===== config.mk =====
export PLATFORM = sky130hd
export DESIGN_NAME = satalnk_primrx
export DESIGN_NICKNAME = d
export VERILOG_FILES = /design/src/rtl/satalnk_pkg.sv /design/src/rtl/satalnk_primdec.sv /design/src/rtl/satalnk_primrx.sv
export SDC_FILE = /design/constraint.sdc
export NUM_CORES = 1
export LEC_CHECK = 0
export CAP_MARGIN = 25
export CELL_PAD_IN_SITES_DETAIL_PLACEMENT = 1
export CELL_PAD_IN_SITES_GLOBAL_PLACEMENT = 1
export CORE_MARGIN = 2
export CORE_UTILIZATION = 35
export CTS_CLUSTER_DIAMETER = 30
export DETAILED_ROUTE_END_ITERATION = 16
export PLACE_DENSITY = 0.76
export SLEW_MARGIN = 10
export SYNTH_ARGS = -nofsm -noshare
export SYNTH_HDL_FRONTEND = slang
export SYNTH_SLANG_ARGS = --single-unit

===== constraint.sdc =====
create_clock -name i_clk -period 3.1 [get_ports i_clk]
set_input_delay 0.62 -clock i_clk [delete_from_list [all_inputs] [get_ports i_clk]]
set_output_delay 0.62 -clock i_clk [all_outputs]
set_load 0.02 [all_outputs]

===== src/rtl/satalnk_pkg.sv =====
// Shared SATA link-layer constants: primitive dwords (K28.x byte first) and
// the compact primitive IDs used by the receive and transmit conditioners.
package satalnk_pkg;

    localparam logic [31:0] PRIM_ALIGN   = 32'hbc4a4a7b;
    localparam logic [31:0] PRIM_CONT    = 32'h7caa9999;
    localparam logic [31:0] PRIM_SYNC    = 32'h7c95b5b5;
    localparam logic [31:0] PRIM_X_RDY   = 32'h7cb55757;
    localparam logic [31:0] PRIM_R_RDY   = 32'h7c954a4a;
    localparam logic [31:0] PRIM_SOF     = 32'h7cb53737;
    localparam logic [31:0] PRIM_EOF     = 32'h7cb5d5d5;
    localparam logic [31:0] PRIM_HOLD    = 32'h7caad5d5;
    localparam logic [31:0] PRIM_HOLDA   = 32'h7caa9595;
    localparam logic [31:0] PRIM_R_IP    = 32'h7cb55555;
    localparam logic [31:0] PRIM_R_OK    = 32'h7cb53535;
    localparam logic [31:0] PRIM_R_ERR   = 32'h7cb55656;
    localparam logic [31:0] PRIM_WTRM    = 32'h7cb55858;
    localparam logic [31:0] PRIM_DMAT    = 32'h7cb53636;
    localparam logic [31:0] PRIM_PMREQ_P = 32'h7cb51717;
    localparam logic [31:0] PRIM_PMREQ_S = 32'h7c957575;
    localparam logic [31:0] PRIM_PMACK   = 32'h7c959595;
    localparam logic [31:0] PRIM_PMNAK   = 32'h7c95f5f5;

    localparam logic [4:0] ID_NONE    = 5'd0;
    localparam logic [4:0] ID_SYNC    = 5'd1;
    localparam logic [4:0] ID_X_RDY   = 5'd2;
    localparam logic [4:0] ID_R_RDY   = 5'd3;
    localparam logic [4:0] ID_SOF     = 5'd4;
    localparam logic [4:0] ID_EOF     = 5'd5;
    localparam logic [4:0] ID_HOLD    = 5'd6;
    localparam logic [4:0] ID_HOLDA   = 5'd7;
    localparam logic [4:0] ID_R_IP    = 5'd8;
    localparam logic [4:0] ID_R_OK    = 5'd9;
    localparam logic [4:0] ID_R_ERR   = 5'd10;
    localparam logic [4:0] ID_WTRM    = 5'd11;
    localparam logic [4:0] ID_DMAT    = 5'd12;
    localparam logic [4:0] ID_PMREQ_P = 5'd13;
    localparam logic [4:0] ID_PMREQ_S = 5'd14;
    localparam logic [4:0] ID_PMACK   = 5'd15;
    localparam logic [4:0] ID_PMNAK   = 5'd16;

    localparam int NUM_PRIMS = 16;

    // Entry i decodes to ID i+1, so the table order must track the IDs above.
    localparam logic [31:0] PRIM_WORDS [NUM_PRIMS] = '{
        PRIM_SYNC, PRIM_X_RDY, PRIM_R_RDY, PRIM_SOF, PRIM_EOF, PRIM_HOLD,
        PRIM_HOLDA, PRIM_R_IP, PRIM_R_OK, PRIM_R_ERR, PRIM_WTRM, PRIM_DMAT,
        PRIM_PMREQ_P, PRIM_PMREQ_S, PRIM_PMACK, PRIM_PMNAK
    };

endpackage


===== src/rtl/satalnk_primdec.sv =====
// Combinational primitive decoder: 32-bit dword in, compact ID out (0 when the
// word matches no known primitive). Shared by the receive and transmit paths.
module satalnk_primdec
    import satalnk_pkg::*;
(
    input  logic [31:0] i_word,
    output logic [4:0]  o_id
);

    logic [NUM_PRIMS-1:0] w_hit;

    generate
        for (genvar gi = 0; gi < NUM_PRIMS; gi++) begin : g_hit
            assign w_hit[gi] = (i_word == PRIM_WORDS[gi]);
        end
    endgenerate

    always_comb begin
        o_id = ID_NONE;
        for (int i = 0; i < NUM_PRIMS; i++) begin
            if (w_hit[i]) o_id = 5'(i + 1);
        end
    end

endmodule


===== src/rtl/satalnk_primrx.sv =====
// Receive primitive conditioner: strips ALIGN, expands/collapses CONT runs,
// discards scrambled junk, decodes primitives and counts junk words.
module satalnk_primrx
    import satalnk_pkg::*;
#(
    parameter logic [32:0] P_CONT       = {1'b1, PRIM_CONT},
    parameter logic [32:0] P_ALIGN      = {1'b1, PRIM_ALIGN},
    parameter bit          OPT_DEDUP    = 1'b0,
    parameter bit          OPT_LOWPOWER = 1'b0,
    parameter int          LGCOUNT      = 16
) (
    input  logic               i_clk,
    input  logic               i_reset_n,
    input  logic               i_valid,
    input  logic               i_primitive,
    input  logic [31:0]        i_data,
    input  logic               i_clr_count,
    output logic               o_valid,
    output logic               o_primitive,
    output logic [31:0]        o_data,
    output logic [4:0]         o_prim_id,
    output logic               o_err_orphan,
    output logic               o_err_unknown,
    output logic [LGCOUNT-1:0] o_junk_count
);

    localparam logic [LGCOUNT-1:0] CNT_MAX = '1;

    logic               r_active, r_have_last, r_emit_prim;
    logic [31:0]        r_last;
    logic               r_valid, r_primitive, r_err_orphan, r_err_unknown;
    logic [31:0]        r_data;
    logic [4:0]         r_prim_id;
    logic [LGCOUNT-1:0] r_junk_count;

    logic        w_is_align, w_is_cont, w_is_prim, w_is_data;
    logic        w_emit_v, w_emit_p, w_orphan, w_junk;
    logic [31:0] w_emit_d;
    logic        w_active_next, w_have_next, w_emit_prim_next;
    logic [4:0]  w_id;

    assign w_is_align = i_valid && ({i_primitive, i_data} == P_ALIGN);
    assign w_is_cont  = i_valid && ({i_primitive, i_data} == P_CONT);
    assign w_is_prim  = i_valid && i_primitive && !w_is_align && !w_is_cont;
    assign w_is_data  = i_valid && !i_primitive;

    // ALIGN and idle cycles fall through every branch: nothing emitted, state held.
    always_comb begin
        w_emit_v         = 1'b0;
        w_emit_p         = 1'b0;
        w_emit_d         = i_data;
        w_orphan         = 1'b0;
        w_junk           = 1'b0;
        w_active_next    = r_active;
        w_have_next      = r_have_last;
        w_emit_prim_next = r_emit_prim;
        if (w_is_cont) begin
            w_active_next = 1'b1;
            if (r_have_last) begin
                w_emit_p = 1'b1;
                w_emit_d = r_last;
                w_emit_v = !(OPT_DEDUP && r_emit_prim);
            end else begin
                w_orphan = 1'b1;
            end
        end else if (w_is_prim) begin
            w_active_next = 1'b0;
            w_have_next   = 1'b1;
            w_emit_p      = 1'b1;
            w_emit_v      = !(OPT_DEDUP && r_emit_prim && (i_data == r_last));
        end else if (w_is_data) begin
            if (r_active) begin
                w_junk = 1'b1;
                if (!OPT_DEDUP && r_have_last) begin
                    w_emit_v = 1'b1;
                    w_emit_p = 1'b1;
                    w_emit_d = r_last;
                end
            end else begin
                w_emit_v         = 1'b1;
                w_emit_prim_next = 1'b0;
            end
        end
        if (w_emit_v && w_emit_p) w_emit_prim_next = 1'b1;
    end

    satalnk_primdec u_dec (
        .i_word (w_emit_d),
        .o_id   (w_id)
    );

    always_ff @(posedge i_clk) begin
        if (!i_reset_n) begin
            r_active      <= 1'b0;
            r_have_last   <= 1'b0;
            r_emit_prim   <= 1'b0;
            r_valid       <= 1'b0;
            r_primitive   <= 1'b0;
            r_data        <= '0;
            r_prim_id     <= ID_NONE;
            r_err_orphan  <= 1'b0;
            r_err_unknown <= 1'b0;
            r_junk_count  <= '0;
        end else begin
            r_active      <= w_active_next;
            r_have_last   <= w_have_next;
            r_emit_prim   <= w_emit_prim_next;
            r_valid       <= w_emit_v;
            r_primitive   <= w_emit_v && w_emit_p;
            r_data        <= (OPT_LOWPOWER && !w_emit_v) ? 32'd0 : w_emit_d;
            r_prim_id     <= ((OPT_LOWPOWER && !w_emit_v) || !w_emit_p) ? ID_NONE : w_id;
            r_err_orphan  <= w_orphan;
            r_err_unknown <= w_emit_v && w_emit_p && (w_id == ID_NONE);
            if (i_clr_count)
                r_junk_count <= '0;
            else if (w_junk && r_junk_count != CNT_MAX)
                r_junk_count <= r_junk_count + 1'b1;
        end
    end

    // The held primitive is only ever read behind r_have_last, so it needs no reset.
    always_ff @(posedge i_clk) begin
        if (w_is_prim) r_last <= i_data;
    end

    assign o_valid       = r_valid;
    assign o_primitive   = r_primitive;
    assign o_data        = r_data;
    assign o_prim_id     = r_prim_id;
    assign o_err_orphan  = r_err_orphan;
    assign o_err_unknown = r_err_unknown;
    assign o_junk_count  = r_junk_count;

endmodule


==> results_dict.tcl <==
set metrics [dict create \
    diodes 0 \
    die_area_um2 13200 \
    dp.cells 739 \
    area_growth_pct 55.8 \
    drc 0 \
    drtPass1Iterations 4 \
    dp_hpwl_um 10500 \
    maxSlewViolCount 0 \
    max_cap_violations 0 \
    synth_ff_type "dfxtp_1" \
    cp-end-kind "flip-flop" \
    clockBufferDepth 2 \
    status "completed" \
    fin_crit_ps 3090 \
    path_cells "dlygate4sd2_1, nor4bb_4, and4_4, a41o_1, buf_6, buf_8, buf_4, mux2i_2, buf_4, nor4_2, or4_4, nor4_2" \
    yosysWarnings 0 \
    yosysTopAreaCellShare_pct 27.4 \
    finalHoldViolations 0 \
    required_ps 3370 \
    cts-root-buf "clkbuf_16" \
    grt_pass1_wl_um 22600 \
    fin_nets 654 \
    grt_usage_pct 22.3 \
    crit_arrival_ps 3360 \
    synthDistinctLibCells 69 \
    cp_top_family "simple AND/OR/NAND/NOR gates" \
    avgSynthCellArea_um2 9.85 \
    synth_nets 475 \
    synthCells 437 \
    crit_slowest_cell "or4_4" \
    first_iter_violations 114 \
    synth_top_cell_by_area "dfxtp_1" \
    gp_congestion 0.882 \
    wl_per_cell_um 19.6 \
    synth_edf_count 32 \
    synth_commonest_cells "71 x nand2_1, 59 x dfxtp_1, 33 x nor2_1" \
    fmax_mhz 324 \
    period_share_pct 99.7 \
    via_count 4181 \
    grt_pass1_vias 4461 \
    cts.clk_slew.worst_paths_ps 60 \
    portBuffers 93 \
    max_slew_margin_pct 53.0 \
    cts_num_sinks 91 \
    finClkSkew_ps 9.02 \
    async_flop_share_pct 0 \
    path_class "input port to flip-flop" \
    finalSetupViolations 0 \
    die_height_um 115 \
    numCtsBuffers 9 \
    leakage_uw 0.00273 \
    postRouteAntennaNets 0 \
    power.density_nw_per_um2 397 \
    yosysMostFrequentCell "nand2_1" \
    finalWirelength_um 15100 \
    syn_area_um2 4310 \
    antenna_found_initial 0 \
    setup_tns_ps 0 \
    cts_hold_buf 0 \
    irDropWorstVdd_uv 239 \
    initial_utilization_pct 35.9 \
    ys_seq_area_share_pct 49.7 \
    htreeDepth 3 \
    worstPathMaxFanout 5 \
    max_stage_delay_ps 500 \
    die_w_um 115 \
    fp.coreArea_um2 12000 \
    grt_max_degree 37 \
    ys_ff_latch 91 \
    clock_latency_ps 350 \
    path_buf_inv 5 \
    drive_gt1_share_pct 27.9 \
    worst_pin_slew_ps 699 \
    cts_tree "yes" \
    start_kind "input port" \
    holdCritPathClass "flip-flop to flip-flop" \
    layout.cells.non_filler 768 \
    fillers 1315 \
    pin_count 94 \
    synthTopCellsByArea "dfxtp_1 27%, edfxtp_1 22%, nand2_1 6.2%, a21boi_0 4.9%, nor2_1 2.9%" \
    vias_per_cell 5.44 \
    num_rows 40 \
    grt_overflow 0 \
]
## cell families after synthesis
logic type,count (synthesis),share of synthesized area [%]
flops,91,49.7
simple gates,220,28.2
xor+xnor,11,2.24
compound gates,77,13.5
fa+ha+maj,1,0.290
mux,10,3.08
buf+inv,27,2.99
## layout make-up
type                    count  area [um2]  area share (%)
flip-flops and latches     91        2140            31.9
inverters                   7        26.3           0.392
repair buffers            188        1720            25.6
well taps                 147         184            2.74
clock inverters             5        28.8           0.429
multi-input cells         319        2370            35.4
clock buffers              11         233            3.47
## state kept, by name, indices dropped and copies added (netlist names)
| register | flops |
|---|---|
| o_primitive | 1 |
| o_prim_id | 5 |
| o_err_unknown | 1 |
| r_active | 1 |
| r_have_last | 1 |
| o_data | 32 |
| r_last | 32 |
| o_junk_count | 16 |
| o_valid | 1 |
| o_err_orphan | 1 |
## where the power goes
group / switching (uW) / internal (uW) / total (uW)
registers: 30.2 / 1290 / 1320
clock network: 463 / 540 / 1000
logic: 172 / 165 / 337
total: 665 / 2000 / 2660
## placed cells by master (no fill, tap or decap), drive strengths merged, types with 9 or more instances in the layout
master / n
buf: 95
nand2: 71
clkdlybuf4s50: 59
dfxtp: 59
nor2: 33
edfxtp: 32
a21boi: 28
nand3: 23
dlymetal6s2s: 22
clkbuf: 17
nor4: 14
a21oi: 12
and2: 10
nor2b: 9
and3: 9
o21ai: 9
## per-stage QoR
stage | area [um2] | setup slack [ps] | power [uW] | util [%] | hold slack, ps
finish | 6710 | 10.2 | 2660 | 55.8 | 513
global route | 6710 | -45.4 | 2750 | 55.8 | 531
CTS | 6440 | -21.9 | 2670 | 53.7 | 515
detailed placement | 5950 | -703 | 1660 | 49.5 | 503
global placement | 5950 | -599 | 1650 | 49.5 | 485
floorplan | 4310 | 17.9 | 1460 | - | 513
## what timing repair did
item | 4_1_cts | 5_1_grt
buffers inserted | 5 | 8
gates resized for setup | 49 | 72
endpoints found under the setup margin | 5 | 6
pin swaps | 14 | 19
## final timing paths
path / cells past startpoint / to / startpoint / slack (ps)
max reg2reg: 9 / o_prim_id[3]$_SDFF_PN0_ / r_last[24]$_DFFE_PP_ / 250
min reg2reg: 2 / o_junk_count[9]$_SDFFE_PP0P_ / o_junk_count[9]$_SDFFE_PP0P_ / 510
max: 12 / o_err_unknown$_SDFF_PN0_ / i_data[15] / 10
min: 2 / o_junk_count[9]$_SDFFE_PP0P_ / o_junk_count[9]$_SDFFE_PP0P_ / 510
## routing by layer
| metal | vias up | share of wire, % | track usage, % |
|---|---|---|---|
| li1 | 1954 | - | - |
| met1 | 2062 | 40 | 25.7 |
| met2 | 123 | 52 | 40.2 |
| met3 | 42 | 3.8 | 3.90 |
| met4 | 0 | 3.9 | 9.80 |
| met5 | - | 0 | 0 |
## worst register-to-register path, delay by kind of cell (launching register included)
kind | cells | cell delay, ps
mux | 1 | 170
compound gates | 2 | 390
buf+inv | 3 | 540
flops | 1 | 400
simple gates | 3 | 1220
(Power assumes the default switching activity.)
